**src/rtl/mips_ctrl_pkg.sv**
```systemverilog
// Shared encodings for the multi-cycle MIPS controller: opcodes, states,
// datapath select codes and trap causes.
package mips_ctrl_pkg;

    localparam logic [5:0] OP_RTYPE  = 6'b000000;
    localparam logic [5:0] OP_REGIMM = 6'b000001;
    localparam logic [5:0] OP_J      = 6'b000010;
    localparam logic [5:0] OP_JAL    = 6'b000011;
    localparam logic [5:0] OP_BEQ    = 6'b000100;
    localparam logic [5:0] OP_BNE    = 6'b000101;
    localparam logic [5:0] OP_BLEZ   = 6'b000110;
    localparam logic [5:0] OP_BGTZ   = 6'b000111;
    localparam logic [5:0] OP_ADDI   = 6'b001000;
    localparam logic [5:0] OP_ANDI   = 6'b001100;
    localparam logic [5:0] OP_ORI    = 6'b001101;
    localparam logic [5:0] OP_LW     = 6'b100011;
    localparam logic [5:0] OP_SW     = 6'b101011;

    localparam logic [5:0] FN_JR     = 6'b001000;

    typedef enum logic [3:0] {
        S_FETCH  = 4'd0,
        S_DECODE = 4'd1,
        S_MEMADR = 4'd2,
        S_MEMRD  = 4'd3,
        S_MEMWB  = 4'd4,
        S_MEMWR  = 4'd5,
        S_EXEC   = 4'd6,
        S_ALUWB  = 4'd7,
        S_BRANCH = 4'd8,
        S_JUMP   = 4'd9,
        S_IMMEX  = 4'd10,
        S_IMMWB  = 4'd11,
        S_JAL    = 4'd12,
        S_JR     = 4'd13,
        S_TRAP   = 4'd14,
        S_UNUSED = 4'd15
    } state_e;

    localparam logic [2:0] ALU_ADD   = 3'b000;
    localparam logic [2:0] ALU_SUB   = 3'b001;
    localparam logic [2:0] ALU_FUNCT = 3'b010;
    localparam logic [2:0] ALU_AND   = 3'b011;
    localparam logic [2:0] ALU_OR    = 3'b100;

    localparam logic [1:0] PCS_ALU    = 2'b00;
    localparam logic [1:0] PCS_ALUOUT = 2'b01;
    localparam logic [1:0] PCS_JUMP   = 2'b10;
    localparam logic [1:0] PCS_RS     = 2'b11;

    localparam logic [2:0] BT_BEQ  = 3'b000;
    localparam logic [2:0] BT_BNE  = 3'b001;
    localparam logic [2:0] BT_BGEZ = 3'b010;
    localparam logic [2:0] BT_BGTZ = 3'b011;
    localparam logic [2:0] BT_BLEZ = 3'b100;
    localparam logic [2:0] BT_BLTZ = 3'b101;

    localparam logic [1:0] CAUSE_NONE    = 2'b00;
    localparam logic [1:0] CAUSE_ILLEGAL = 2'b01;
    localparam logic [1:0] CAUSE_TIMEOUT = 2'b10;

    // REGIMM uses rt[0] to pick bgez (1) over bltz (0).
    function automatic logic [2:0] branch_type_of(input logic [5:0] op, input logic rt0);
        logic [2:0] bt;
        case (op)
            OP_BEQ:    bt = BT_BEQ;
            OP_BNE:    bt = BT_BNE;
            OP_BGTZ:   bt = BT_BGTZ;
            OP_BLEZ:   bt = BT_BLEZ;
            OP_REGIMM: bt = rt0 ? BT_BGEZ : BT_BLTZ;
            default:   bt = BT_BEQ;
        endcase
        return bt;
    endfunction

endpackage

```
**src/rtl/multicycle_control_mem_wait_timer.sv**
```systemverilog
// Counts consecutive not-ready cycles in a memory state and flags a timeout
// on the cycle the count reaches MAX_WAIT-1 with memory still not ready.
module mem_wait_timer #(
    parameter int WAIT_W   = 4,
    parameter int MAX_WAIT = 12
) (
    input  logic clk,
    input  logic rst_n,
    input  logic active_i,
    input  logic ready_i,
    input  logic leave_i,
    output logic timeout_o
);

    localparam logic [WAIT_W-1:0] LIMIT = WAIT_W'(MAX_WAIT - 1);

    logic [WAIT_W-1:0] count_q;
    logic [WAIT_W-1:0] count_d;

    // Next count: restart on any state change, completed access or non-memory state
    always_comb begin
        count_d = count_q;
        if (!active_i || ready_i || leave_i) begin
            count_d = '0;
        end else begin
            count_d = count_q + WAIT_W'(1);
        end
    end

    // Wait counter register
    always_ff @(posedge clk or negedge rst_n) begin
        if (!rst_n) begin
            count_q <= '0;
        end else begin
            count_q <= count_d;
        end
    end

    assign timeout_o = active_i && !ready_i && (count_q == LIMIT);

endmodule

```
**src/rtl/multicycle_control.sv**
```systemverilog
// Multi-cycle MIPS main controller: Moore FSM sequencing a shared ALU and
// memory port, with memory-ready handshake, wait watchdog and sticky traps.
module multicycle_control
    import mips_ctrl_pkg::*;
#(
    parameter int OPW      = 6,
    parameter int FNW      = 6,
    parameter int WAIT_W   = 4,
    parameter int MAX_WAIT = 12,
    parameter int RA_REG   = 31
) (
    input  logic           clk,
    input  logic           rst_n,
    input  logic [OPW-1:0] op,
    input  logic [FNW-1:0] funct,
    input  logic [4:0]     rt,
    input  logic           mem_ready,
    output logic           pcwrite,
    output logic           pcwritecond,
    output logic           iord,
    output logic           memread,
    output logic           memwrite,
    output logic           irwrite,
    output logic [1:0]     regdest,
    output logic [1:0]     memtoreg,
    output logic           regwrite,
    output logic           alusrca,
    output logic [1:0]     alusrcb,
    output logic [2:0]     aluop,
    output logic [1:0]     pcsource,
    output logic [2:0]     branch_type,
    output logic [4:0]     link_reg,
    output logic           trap,
    output logic [1:0]     trap_cause,
    output logic [3:0]     state_o
);

    state_e     state_q;
    state_e     state_d;
    logic       trap_q;
    logic       trap_d;
    logic [1:0] cause_q;
    logic [1:0] cause_d;
    logic [1:0] fault_s;
    logic       wait_active_s;
    logic       leave_s;
    logic       timeout_s;

    assign wait_active_s = (state_q == S_FETCH) || (state_q == S_MEMRD) || (state_q == S_MEMWR);
    assign leave_s       = (state_d != state_q);
    assign link_reg      = 5'(RA_REG);

    mem_wait_timer #(
        .WAIT_W   (WAIT_W),
        .MAX_WAIT (MAX_WAIT)
    ) u_mem_wait_timer (
        .clk       (clk),
        .rst_n     (rst_n),
        .active_i  (wait_active_s),
        .ready_i   (mem_ready),
        .leave_i   (leave_s),
        .timeout_o (timeout_s)
    );

    // State and sticky trap registers
    always_ff @(posedge clk or negedge rst_n) begin
        if (!rst_n) begin
            state_q <= S_FETCH;
            trap_q  <= 1'b0;
            cause_q <= CAUSE_NONE;
        end else begin
            state_q <= state_d;
            trap_q  <= trap_d;
            cause_q <= cause_d;
        end
    end

    // Next-state decode; any fault funnels into TRAP and latches its cause
    always_comb begin
        state_d = state_q;
        fault_s = CAUSE_NONE;
        trap_d  = trap_q;
        cause_d = cause_q;
        case (state_q)
            S_FETCH: begin
                if (mem_ready) begin
                    state_d = S_DECODE;
                end else if (timeout_s) begin
                    fault_s = CAUSE_TIMEOUT;
                end else begin
                    state_d = S_FETCH;
                end
            end
            S_DECODE: begin
                case (op)
                    OP_RTYPE: begin
                        if (funct == FN_JR) begin
                            state_d = S_JR;
                        end else begin
                            state_d = S_EXEC;
                        end
                    end
                    OP_LW, OP_SW:                     state_d = S_MEMADR;
                    OP_BEQ, OP_BNE, OP_BLEZ, OP_BGTZ: state_d = S_BRANCH;
                    OP_REGIMM: begin
                        if (rt[4:1] == 4'b0000) begin
                            state_d = S_BRANCH;
                        end else begin
                            fault_s = CAUSE_ILLEGAL;
                        end
                    end
                    OP_ADDI, OP_ANDI, OP_ORI:         state_d = S_IMMEX;
                    OP_J:                             state_d = S_JUMP;
                    OP_JAL:                           state_d = S_JAL;
                    default:                          fault_s = CAUSE_ILLEGAL;
                endcase
            end
            S_MEMADR: state_d = (op == OP_SW) ? S_MEMWR : S_MEMRD;
            S_MEMRD: begin
                if (mem_ready) begin
                    state_d = S_MEMWB;
                end else if (timeout_s) begin
                    fault_s = CAUSE_TIMEOUT;
                end else begin
                    state_d = S_MEMRD;
                end
            end
            S_MEMWR: begin
                if (mem_ready) begin
                    state_d = S_FETCH;
                end else if (timeout_s) begin
                    fault_s = CAUSE_TIMEOUT;
                end else begin
                    state_d = S_MEMWR;
                end
            end
            S_EXEC:   state_d = S_ALUWB;
            S_IMMEX:  state_d = S_IMMWB;
            S_MEMWB, S_ALUWB, S_BRANCH, S_JUMP, S_IMMWB, S_JAL, S_JR: state_d = S_FETCH;
            S_TRAP:   state_d = S_TRAP;
            default:  state_d = S_FETCH;
        endcase
        if (fault_s != CAUSE_NONE) begin
            state_d = S_TRAP;
            trap_d  = 1'b1;
            cause_d = fault_s;
        end else begin
            trap_d  = trap_q;
            cause_d = cause_q;
        end
    end

    // Moore output decode; everything is forced low while reset is asserted
    always_comb begin
        pcwrite     = 1'b0;
        pcwritecond = 1'b0;
        iord        = 1'b0;
        memread     = 1'b0;
        memwrite    = 1'b0;
        irwrite     = 1'b0;
        regdest     = 2'b00;
        memtoreg    = 2'b00;
        regwrite    = 1'b0;
        alusrca     = 1'b0;
        alusrcb     = 2'b00;
        aluop       = ALU_ADD;
        pcsource    = PCS_ALU;
        branch_type = BT_BEQ;
        trap        = trap_q;
        trap_cause  = cause_q;
        state_o     = state_q;
        if (rst_n) begin
            case (state_q)
                S_FETCH: begin
                    memread = 1'b1;
                    alusrcb = 2'b01;
                    irwrite = mem_ready;
                    pcwrite = mem_ready;
                end
                S_DECODE: alusrcb = 2'b11;
                S_MEMADR: begin
                    alusrca = 1'b1;
                    alusrcb = 2'b10;
                end
                S_MEMRD: begin
                    memread = 1'b1;
                    iord    = 1'b1;
                end
                S_MEMWB: begin
                    regwrite = 1'b1;
                    memtoreg = 2'b01;
                end
                S_MEMWR: begin
                    memwrite = 1'b1;
                    iord     = 1'b1;
                end
                S_EXEC: begin
                    alusrca = 1'b1;
                    aluop   = ALU_FUNCT;
                end
                S_ALUWB: begin
                    regwrite = 1'b1;
                    regdest  = 2'b01;
                end
                S_BRANCH: begin
                    alusrca     = 1'b1;
                    aluop       = ALU_SUB;
                    pcwritecond = 1'b1;
                    pcsource    = PCS_ALUOUT;
                    branch_type = branch_type_of(6'(op), rt[0]);
                end
                S_JUMP: begin
                    pcwrite  = 1'b1;
                    pcsource = PCS_JUMP;
                end
                S_IMMEX: begin
                    alusrca = 1'b1;
                    alusrcb = 2'b10;
                    case (op)
                        OP_ANDI: aluop = ALU_AND;
                        OP_ORI:  aluop = ALU_OR;
                        default: aluop = ALU_ADD;
                    endcase
                end
                S_IMMWB: regwrite = 1'b1;
                S_JAL: begin
                    regwrite = 1'b1;
                    regdest  = 2'b10;
                    memtoreg = 2'b10;
                    pcwrite  = 1'b1;
                    pcsource = PCS_JUMP;
                end
                S_JR: begin
                    pcwrite  = 1'b1;
                    pcsource = PCS_RS;
                end
                default: pcwrite = 1'b0;
            endcase
        end else begin
            trap       = 1'b0;
            trap_cause = CAUSE_NONE;
            state_o    = S_FETCH;
        end
    end

endmodule

```
**config.mk**
```make
export PLATFORM = sky130hd
export DESIGN_NAME = multicycle_control
export DESIGN_NICKNAME = d
export VERILOG_FILES = /design/src/rtl/mips_ctrl_pkg.sv /design/src/rtl/multicycle_control_mem_wait_timer.sv /design/src/rtl/multicycle_control.sv
export SDC_FILE = /design/constraint.sdc
export NUM_CORES = 1
export LEC_CHECK = 0
export ABC_AREA = 1
export CAP_MARGIN = 5
export CORE_MARGIN = 3
export CORE_UTILIZATION = 45
export CTS_CLUSTER_DIAMETER = 50
export DETAILED_ROUTE_END_ITERATION = 16
export PLACE_DENSITY = 0.86
export SLEW_MARGIN = 15
export SYNTH_ARGS = -nofsm -noshare
export SYNTH_HDL_FRONTEND = slang
export SYNTH_SLANG_ARGS = --single-unit
```
**constraint.sdc**
```tcl
create_clock -name clk -period 4.32 [get_ports clk]
set_input_delay 0.864 -clock clk [delete_from_list [all_inputs] [get_ports clk]]
set_output_delay 0.864 -clock clk [all_outputs]
set_load 0.03 [all_outputs]
```
; Word-level counts from Yosys, hierarchy flattened
; Cells that the tools add are included.
[classes]
eq_ne = 29
n_mux = 52
reduce_logical = 24
n_addsub = 1
[op_table]
columns = op, n
row1 = 4-bit two-way mux, 11
row2 = 4-bit equality test (second input constant), 8
row3 = 4-bit one-hot mux with 8 select lines, 1
row4 = 4-bit one-hot mux with 7 select lines, 1
row5 = 6-bit by 3-bit equality test with 1-bit output (second input constant), 4
row6 = 6-bit by 4-bit equality test with 1-bit output (second input constant), 4
row7 = 1-bit two-way mux, 17
row8 = 4-bit by 3-bit equality test with 1-bit output (second input constant), 4
row9 = 3-bit two-way mux, 5
row10 = 2-bit two-way mux, 7
row11 = 6-bit by 2-bit equality test with 1-bit output (second input constant), 2
row12 = 6-bit equality test (second input constant), 2
row13 = 2-bit one-hot mux with 2 select lines, 3
row14 = 2-bit one-hot mux with 3 select lines, 2
row15 = 3-bit one-hot mux with 4 select lines, 1
row16 = 12-bit OR reduction, 1
row17 = 4-bit OR reduction, 3
row18 = 2-bit OR reduction, 5
row19 = 3-bit one-hot mux with 3 select lines, 1
row20 = 3-bit OR reduction, 3
row21 = 4-bit by 2-bit equality test with 1-bit output (second input constant), 2
row22 = 4-bit logical NOT, 2
row23 = 6-bit by 1-bit equality test with 1-bit output (second input constant), 1
row24 = 6-bit logical NOT, 1
row25 = 9 further kinds, 15
[totals]
out_inout_bits = 34
register_bits = 11
in_bits = 20
elab_cells = 110

; Longest topological paths before layout
; Gate-level depths: netlist of run 1.
[logic_depth]
depth_word = 13
mapped_depth = 13
depth_no_buf = 13

; By module
; A second synthesis of run 1 with hierarchy kept.
[hier_totals]
hier_cells = 233
area_unflattened_um2 = 1346.3
[modules_own_cells]
columns = mod, seq_area_each_um2, n_inst, cells_each, area_per_inst_um2
row1 = multicycle_control, 175.2, 1, 210, 1144.8
row2 = mem_wait_timer, 100.1, 1, 23, 201.4

; Worst setup path before layout of run 1
; OpenSTA, ideal clock, no wires.
[synth_timing]
path_type = input to output
from = input port rst_n
to = output port memtoreg[0]
cell_stages = 3
n_path_buf = 1
path_slack_ns = 1.240
arrival_time_ns = 2.216
required_time_ns = 3.456
path_cell_list = clkbuf_1 -> inv_1 -> nor4_1
[synth_via]
elab_chain_cells = 1
[synth_rtl]
columns = element, line
row1 = start: declaration, multicycle_control.sv:13  ; input logic rst_n,
row2 = 2-bit two-way mux, multicycle_control.sv:172  ; if (rst_n) begin
row3 = end: declaration, multicycle_control.sv:25  ; output logic [1:0] memtoreg,
; No other way between the ends.

; Worst setup path in the final report of run 1
[layout_timing]
from = input port op[0]
to = output port branch_type[0]
[layout_via]
elab_chain_cells = 4
elab_cells_between_ends = 7
classes_between = 4 x eq/ne / 3 x mux
[layout_rtl]
columns = element, line
row1 = start: declaration, multicycle_control.sv:14  ; input logic [OPW-1:0] op,
row2 = 6-bit by 1-bit equality test with 1-bit output / 6-bit by 3-bit equality test with 1-bit output (equally long branches), mips_ctrl_pkg.sv:65  ; case (op)
row3 = 3-bit one-hot mux with 4 select lines (*), mips_ctrl_pkg.sv:65
row4 = 3-bit two-way mux (*), multicycle_control.sv:173  ; case (state_q)
row5 = 3-bit two-way mux (*), multicycle_control.sv:172
row6 = end: declaration, multicycle_control.sv:31  ; output logic [2:0] branch_type,
; Mark *: on every way between the ends. The rest lies on a longest branch, timed or not.

==> results of run 1 <==
## synth_stat cells
cell       number  area share (%)
a211oi_1        1            0.63
a21oi_1        11             4.6
a22oi_1         1            0.63
buf_1           1            0.32
buf_4           6             3.8
clkbuf_1        1            0.32
conb_1          1            0.32
dfrtp_1        11              23
ha_1            1             1.1
inv_1          26             8.2
inv_2           6             1.9
inv_4           1            0.53
nand2_1        41              13
nand2_2         3             1.6
nand2_4         5             4.7
nand3_1         8             3.4
nand3b_1        1            0.63
nand4_1         4             2.1
nor2_1         25             7.9
nor2_2          8             4.2
nor2_4          4             3.8
nor3_1          5             2.1
nor3b_1         1            0.63
nor4_1          2             1.1
o2111ai_1       2             1.5
o211ai_1        2             1.3
o21ai_0         7             2.9
o21ai_2         1            0.74
o31ai_1         1            0.63
or2_1           1            0.53
or2_2           1            0.53
xnor2_1         1            0.74
xor2_1          1            0.74
## cell type report
| class | instances | area (sq um) |
|---|---|---|
| Sequential cell | 11 | 275 |
| Timing Repair Buffer | 49 | 488 |
| Clock buffer | 4 | 26.3 |
| Multi-Input combinational cell | 143 | 751 |
| Tap cell | 30 | 37.5 |
| Inverter | 33 | 126 |
| Fill cell | 239 | 796 |
## state kept, by name, indices dropped and copies added, names as in the netlist
register / cells
u_mem_wait_timer.count_q: 4
trap_q: 1
state_q: 4
cause_q: 2
## per-stage QoR
| stage | hold WS [ns] | util, % |
|---|---|---|
| after floorplan | 0.434 | - |
| after global placement | 0.455 | 67.1 |
| after detailed placement | 0.456 | 67.1 |
| after CTS | 0.471 | 68.2 |
| after global routing | 0.493 | 68.2 |
| final | 0.466 | 68.2 |
## layer usage
metal | vias to the layer above | track usage [%]
li1 | 698 | -
met1 | 577 | 26.0
met2 | 48 | 29.8
met3 | 5 | 2.71
met4 | 0 | 6.62
met5 | - | 0
## where the power goes
group | switching (mW) | total (mW) | internal (mW)
Clock | 0.0369 | 0.0728 | 0.0359
Sequential | 0.0428 | 0.170 | 0.127
Combinational | 0.326 | 0.510 | 0.184
## cells by family after synthesis
logic type      synth area share (%)
simple gates                    46.1
other cells                    0.315
buf+inv                         15.0
compound gates                  12.9
flops                           23.1
fa+ha+maj                       1.05
xor+xnor                        1.47
## worst min path at each step
stage | slack (ns) | start | cells after the start | end
final | 0.47 | u_mem_wait_timer.count_q[0] | 1 | u_mem_wait_timer.count_q[0]
after CTS | 0.47 | u_mem_wait_timer.count_q[0] | 1 | u_mem_wait_timer.count_q[0]
after global placement | 0.45 | u_mem_wait_timer.count_q[0] | 1 | u_mem_wait_timer.count_q[0]
after detailed placement | 0.46 | trap_q | 1 | trap_q
after global routing | 0.49 | u_mem_wait_timer.count_q[0] | 1 | u_mem_wait_timer.count_q[0]
after floorplan | 0.43 | trap_q | 1 | trap_q
==> impl_results.md, run 1 <==
* Cell count after synthesis at 191
* Largest net degree at the start of global routing at 21
* Top Family by Delay on Critical Path: buffers and inverters
* Initial drt markers at 52
* Crit path from: op[0]
* Hold_buf cts at 0
* Final worst setup slack at around 0.73 ns
* Post-synth cell types at 33
* Worst-case clock buffer depth at 2
* Crit path launch type: primary input
* Most frequent cells in the layout: 48 x clkdlybuf4s50_1, 41 x nand2_1, 26 x inv_1
* Die X-Extent at 57.4 microns
* Status: finished clean
* WL/cell at about 11 microns
* Endpoints failing setup at 0
* CTS HTree Levels at 1
* Post-DRT Antenna Nets at 0
* Crit path buf inv count at 3
* Power Total at around 750 uW
* DRT Pass-1 Iters at 4
* Setup TNS Final at 0 ns
* Non-filler cells, final at 270
* Metal-1 WL at roughly 1300 microns
* Placed wire-length estimate at roughly 2400 microns
* Leak at roughly 0.8 nW
* Post-CTS Setup Bufs at 0
* Vias in the first global route at roughly 1200
* Worst reg-to-reg setup slack at 2.67 ns
* Max_cap viols at 0
* Placed Cells at 266
* CTS Buf Count at 3
* First-pass GRT wire length at about 5000 microns
* Resize count post-CTS at 0
* Vias per cell at slightly below 5
* Cell depth of the worst setup path at 8
* Worst EP required at approximately 3.5 ns
* Gr usage total at roughly a fifth
* Register area share after synthesis at a little under a quarter
* Worst-path cell chain: clkdlybuf4s50_1 -> inv_1 -> nor2_1 -> nand2_1 -> nor2_2 -> nand2_1 -> a21oi_1 -> clkdlybuf4s50_1
* Mean Syn Cell Area at roughly 6.2 sq um
* Routed wire length at about 2900 microns
* RSZ-0062 raised after global routing: false
* Placed cell areas at ~0.0017 sq mm
* Die H at roughly 57 microns
* Pre-CTS setup slack at between 0.7 and 0.8 ns
* Final hold vios at 0
* Clock-pin slew on the worst setup and hold paths at 0.07 ns
* GP Congestion at slightly above 0.9
* Final setup skew at 0.000816 ns
* Overflow after GRT at 0
* Post-route cell area at between 0.0015 and 0.002 sq mm
* Top sig layer: met4
* R2r startpoint: state_q[3]
* Met2 WL at between 1000 and 1500 microns
* Port Buffer Count at 48
* CTS root buffer: clkbuf_4
* P&R area growth vs syn at 43.2%
* Highest clock rate at ~280 MHz
* Synthesized flop and latch total at 11
* Crit path arrival time at around 2.7 ns
* Slowest CP cell: clkdlybuf4s50_1
* CP max stage delay at slightly below 0.7 ns
* Core area at approximately 0.0025 sq mm
* Full die area at around 0.0033 sq mm
* Fin nets at between 200 and 300
* Commonest non-fill, non-tap cell in the layout: clkdlybuf4s50_1
* Register-to-Register Path Depth at 12
* Initial Utilization at 47.6%
* Clock sinks at 11
* Netlist Area Pre-Place at 0.00119 sq mm
* CTS tree: yes
* Cell Rows at 18
* Critical setup path kind: primary input to output port
* Vias at ~1300
* DRC viols at 0
* Yosys warning total at 0
* WL met3 at 218 microns
* Worst setup EP type: output port
* Number of antenna violations at the first check in global routing at 0
* Tightest Hold Check Type: flip-flop to flip-flop
* Fin crit share at slightly above 80%
* Layout cell share with drive strength beyond 1 at 13.8%
* Slew Limit Fails at 0
* Critical path destination: branch_type[0]
* Tmin final at approximately 3.6 ns
* Antenna cells at 0
* Power Density at 442 mW/mm^2
* Worst VDD drop at around 390 uV
* Worst-skew pair later-pin latency at between 0.2 and 0.3 ns
* Largest driver fanout on the critical path at 5
* Top Ports at between 50 and 60
* Reg2Reg Capture Point: u_mem_wait_timer.count_q[0]
Note: power is estimated with default switching activity, not from simulation.
==> inputs of run 2 (changes only) <==
--- a/config.mk
+++ b/config.mk
@@ -8,10 +8,10 @@
 export ABC_AREA = 1
 export CAP_MARGIN = 5
 export CORE_MARGIN = 3
-export CORE_UTILIZATION = 45
+export CORE_UTILIZATION = 38
 export CTS_CLUSTER_DIAMETER = 50
 export DETAILED_ROUTE_END_ITERATION = 16
-export PLACE_DENSITY = 0.86
+export PLACE_DENSITY = 0.77
 export SLEW_MARGIN = 15
 export SYNTH_ARGS = -nofsm -noshare
 export SYNTH_HDL_FRONTEND = slang
==> constraint.sdc (replaced) <==
create_clock -name clk -period 3.2 [get_ports clk]
set_input_delay 0.64 -clock clk [delete_from_list [all_inputs] [get_ports clk]]
set_output_delay 0.64 -clock clk [all_outputs]
set_load 0.03 [all_outputs]
==> run 2 against run 1 <==
  * Die area is 16% higher
  * Largest cell class unchanged
  * Power up 33%
  * Critical path depth is 1 lower
  * Final cell count is 4.4% higher
  * Sequential power up 35%
  * Largest power group unchanged
  * Routed wire length down 0.90%
==> impl_results.md, run 2 (same netlist as run 1, synthesis figures left out) <==
* Initial drt markers at 77 (+48%)
* Hold Path Origin: trap_q
* Crit path launch type: flip-flop
* R2r startpoint: state_q[3]
* Reg2Reg Capture Point: u_mem_wait_timer.count_q[2]
* Most frequent cells in the layout: 41 x nand2_1, 27 x clkdlybuf4s50_1, 26 x inv_1
* Cell Rows at 19 (+1)
* Worst hold endpoint: trap_q
* Clock sinks at 11 (unchanged)
* Tightest Hold Check Type: flip-flop to flip-flop
* Clock-pin slew on the worst setup and hold paths at 0.06 ns (about the same)
* P&R area growth vs syn at 41.1%
* Vias at 1325 (-0.23%)
* Overflow after GRT at 0 (unchanged)
* Power Density at 594 mW/mm^2 (+35%)
* GRT busiest layer: met2
* Resize count post-CTS at 0 (unchanged)
* Largest net degree at the start of global routing at 22 (+4.8%)
* Top Registers: state_q x4, u_mem_wait_timer.count_q x4, cause_q x2
* Leak at 0.834 nW (+5.8%)
* Crit path arrival time at 2.18 ns (-0.54 ns)
* RSZ-0062 raised after global routing: false
* Worst EP required at 2.56 ns (-0.90 ns)
* Worst-case clock buffer depth at 2 (unchanged)
* Hold Path Depth at 1 (unchanged)
* CTS root buffer: clkbuf_4
* Routed wire length at 2870 microns (-0.90%)
* Layout cell share with drive strength beyond 1 at 22.5% (+8.8 points)
* Non-filler cells, final at 282 (+4.4%)
* GR Layer Usage met2 at 25.3% (-4.5 points)
* Port Buffer Count at 48 (unchanged)
* Clk pwr share at 8.9% (-0.8 points)
* First-pass GRT wire length at 4550 microns (-10%)
* Fin crit share at about nine tenths
* Commonest non-fill, non-tap cell in the layout: nand2_1
* Register-to-Register Path Depth at 12 (unchanged)
* GR Layer Usage met1 at 20.9% (-5.2 points)
* Gr usage total at 15.3% (-3.5 points)
* DRC viols at 0 (unchanged)
* Max_cap viols at 0 (unchanged)
* Tmin final at 2.82 ns
* Final setup skew at 0.00141 ns (+0.000592 ns)
* Status: finished clean
* Vias in the first global route at 1107 (-8.1%)
* Worst-skew pair later-pin latency at 0.26 ns (-0.02 ns)
* Number of antenna violations at the first check in global routing at 0 (unchanged)
* Internal power at 453 uW (+31%)
* Power share of the sequential group at 22.9% (+0.3 points)
* Core area at 0.00288 sq mm (+15%)
* Part of the power in combinational logic at 68.2% (+0.4 points)
* Switching power at 545 uW (+34%)
* Full die area at 0.00384 sq mm (+16%)
* Fin nets at 262 (unchanged)
* WL/cell at 10.2 microns (-5.1%)
* Grt met3 use at 3.31% (+0.59 points)
* Power Total at 998 uW (+33%)
* Top Ports at 54 (unchanged)
* Slew Limit Fails at 0 (unchanged)
* Sw Share at 54.6% (+0.69 points)
* Endpoints failing setup at 0 (unchanged)
* Antenna cells at 0 (unchanged)
* CTS HTree Levels at 1 (unchanged)
* Fin util at 58.4% (-9.8 points)
* Die H at 62.0 microns (+7.9%)
* GP Congestion at 0.868 (-6.2%)
* Filler instances at 289 (+21%)
* Worst VDD drop at 564 uV (+46%)
* CTS Buf Count at 3 (unchanged)
* Die X-Extent at 62.0 microns (+7.9%)
* Post-DRT Antenna Nets at 0 (unchanged)
* Worst setup EP type: output port
* Post-CTS Setup Bufs at 0 (unchanged)
* Setup TNS Final at 0 ns (unchanged)
* Initial Utilization at 41.4% (-6.2 points)
* Final hold vios at 0 (unchanged)
* Placed Cells at 278 (+4.5%)
* Hold_buf cts at 0 (unchanged)
* Placed wire-length estimate at 2430 microns (+2.2%)
* Largest driver fanout on the critical path at 9 (+4)
* Critical setup path kind: flip-flop to output port
* Highest clock rate at about 360 MHz
* Worst reg-to-reg setup slack at 1.58 ns (-1.09 ns)
* Vias per cell at 4.70 (-4.5%)
* DRT Pass-1 Iters at 4 (unchanged)
* CTS tree: yes
## run 2: cell types whose count changed in the layout (fill, tap and decap cells not counted)
cell / before / now
buf_4: 1 / 21
clkdlybuf4s50_1: 48 / 27
buf_12: 0 / 1
## run 2: through the flow
step	worst slack [ns]	cell area, sq um	hold WS, ns
detailed placement	0.404	1650	0.457
CTS	0.381	1680	0.476
finish	0.383	1680	0.470
floorplan	0.568	1200	0.344
global route	0.221	1680	0.502
global placement	0.423	1650	0.453
## run 2: worst max-delay path, cell delays in order (launching register included)
cell             delay (ns)
dfrtp_1                0.55
inv_1                  0.21
nor2_1                 0.22
o21ai_0                0.10
o21ai_0                0.08
nand2_1                0.06
inv_1                  0.05
clkdlybuf4s50_1        0.65
## run 2: layout make-up
class / instances / area [sq um] / area share, %
inverters: 33 / 126 / 7.53
clock buffers: 4 / 26.3 / 1.56
multi-input cells: 143 / 751 / 44.7
flip-flops and latches: 11 / 275 / 16.4
repair buffers: 49 / 448 / 26.7
well taps: 42 / 52.6 / 3.13
## run 2: worst max path at each step
stage | start | endpoint | slack [ns] | cells past startpoint
3_3_place_gp | rst_n | state_o[3] | 0.42 | 5
4_1_cts | state_q[3] | regwrite | 0.38 | 7
3_5_place_dp | rst_n | state_o[3] | 0.40 | 5
6_report | state_q[3] | regwrite | 0.38 | 7
2_1_floorplan | rst_n | memtoreg[0] | 0.57 | 3
5_1_grt | state_q[3] | regwrite | 0.22 | 7
## run 2: per-layer routing
| metal | wire [microns] | part of all wire, % |
|---|---|---|
| met4 | 7 | 0.24 |
| met5 | 0 | 0 |
| met3 | 201 | 7.0 |
| met1 | 1310 | 46 |
| met2 | 1340 | 47 |
## run 2: power by group through the flow
stage          combinational, mW  clock, mW  sequential, mW
3_5_place_dp               0.681          0           0.230
4_1_cts                    0.684     0.0951           0.227
2_1_floorplan              0.515          0           0.205
5_1_grt                    0.744      0.103           0.235
6_report                   0.680     0.0891           0.229
3_3_place_gp               0.674          0           0.231
==> RTL change, RTL diff (config.mk and constraints of run 2) <==
`RA_REG`: 31 -> 15.
--- a/src/rtl/multicycle_control.sv
+++ b/src/rtl/multicycle_control.sv
@@ -7,7 +7,7 @@
     parameter int FNW      = 6,
     parameter int WAIT_W   = 4,
     parameter int MAX_WAIT = 12,
-    parameter int RA_REG   = 31
+    parameter int RA_REG   = 15
 ) (
     input  logic           clk,
     input  logic           rst_n,
Formal check against the unedited RTL: not equivalent (Yosys sat finds a counterexample within 4 cycles, from zero or initial values and one cycle with rst_n low).
==> RTL change against run 2 <==
Clock power is 10% higher; first-iteration DRC count fell by 17%; setup slack got worse by 54 ps; critical path depth unchanged; largest power group unchanged; synthesized area is 0.32% higher; routed wire length is 0.66% lower; sequential cell count unchanged; power up 0.75%; clock skew up 8.0 ps; design area about the same; fmax shrank 1.9%; non-clock buffer count unchanged.
==> RTL change: results (changes against run 2) <==
[status]
status = finished clean

[power]
pwr-share-comb_pct = 67.5  ; -0.7 points
total_power_mw = 1.01  ; +0.75%
p_leak_nw = 0.837  ; +0.33%
internal_power_mw = 0.451  ; -0.31%
vdd_drop_max_uv = 422  ; -25%
powerDensity_mw_per_mm2 = 598  ; +0.68%
seq_power_share_pct = 22.7  ; -0.2 points

[grt]
grt_pass1_vias = 1127  ; +1.8%
grt_pass1_wl_um = 4730  ; +4.1%

[route]
viasPerCell = 4.65  ; -0.98%
drt_iter0_markers = 64  ; -17%
vias = 1312  ; -0.98%
wl_per_cell_um = 10.1  ; -0.66%

[critical_path]
path_max_fanout = 9  ; unchanged
arrival_ps = 2230  ; +50 ps

[synthesis]
synth.area.top_cells = dfrtp_1 23%, nand2_1 13%, inv_1 8.2%
yosysSeqAreaShare_pct = 23.1  ; -0.073 points
yosys.area_share.adder_pct = 1.05  ; -0.0033 points
synth-xor-area-share_pct = 1.47  ; -0.0046 points
synthCells = 192  ; +0.52%

[place]
pre_cts_ws_ps = 408  ; +3.83 ps
gp_congestion = 0.845  ; -2.6%

[clock_network]
insertion_delay_ps = 280  ; +20 ps
h-tree-depth = 1  ; unchanged
clk_pin_slew_ps = 80  ; +20 ps

[layout]
design.seq.count = 11  ; unchanged
drive_above_1_share_pct = 22.9  ; +0.42 points
clockBufferCount = 3  ; -1
clk_share_pct = 1.64  ; +0.073 points
bufAreaShareNonClock_pct = 26.7  ; about the same

[timing]
fin_worst_skew_ps = 9.42  ; +8.01 ps

[floorplanning]
die_w_um = 62.0  ; +0.15%

[RTL change: metal layers]
metal	vias up	routed length [um]	global-route usage, %
li1	701	-	-
met1	562	1380	22.6
met2	43	1290	26.3
met3	6	155	1.24
met4	0	17	2.73
met5	-	0	0
[RTL change: tightest hold or removal path: stages, from the launching register on]
cell,delay [ps]
dfrtp_1,350
nand2_1,50
nand2_1,50
[RTL change: final timing paths]
| kind | cells after the start | from | slack [ps] | end |
|---|---|---|---|---|
| hold / removal | 2 | cause_q[1] | 470 | cause_q[1] |
| setup / recovery | 7 | state_q[3] | 330 | regwrite |
| hold reg to reg | 2 | cause_q[1] | 470 | cause_q[1] |
| min in group asynchronous | 2 | rst_n | 690 | u_mem_wait_timer.count_q[0] |
| setup reg to reg | 12 | state_q[3] | 1510 | u_mem_wait_timer.count_q[3] |
| max in group asynchronous | 2 | rst_n | 2370 | state_q[0] |
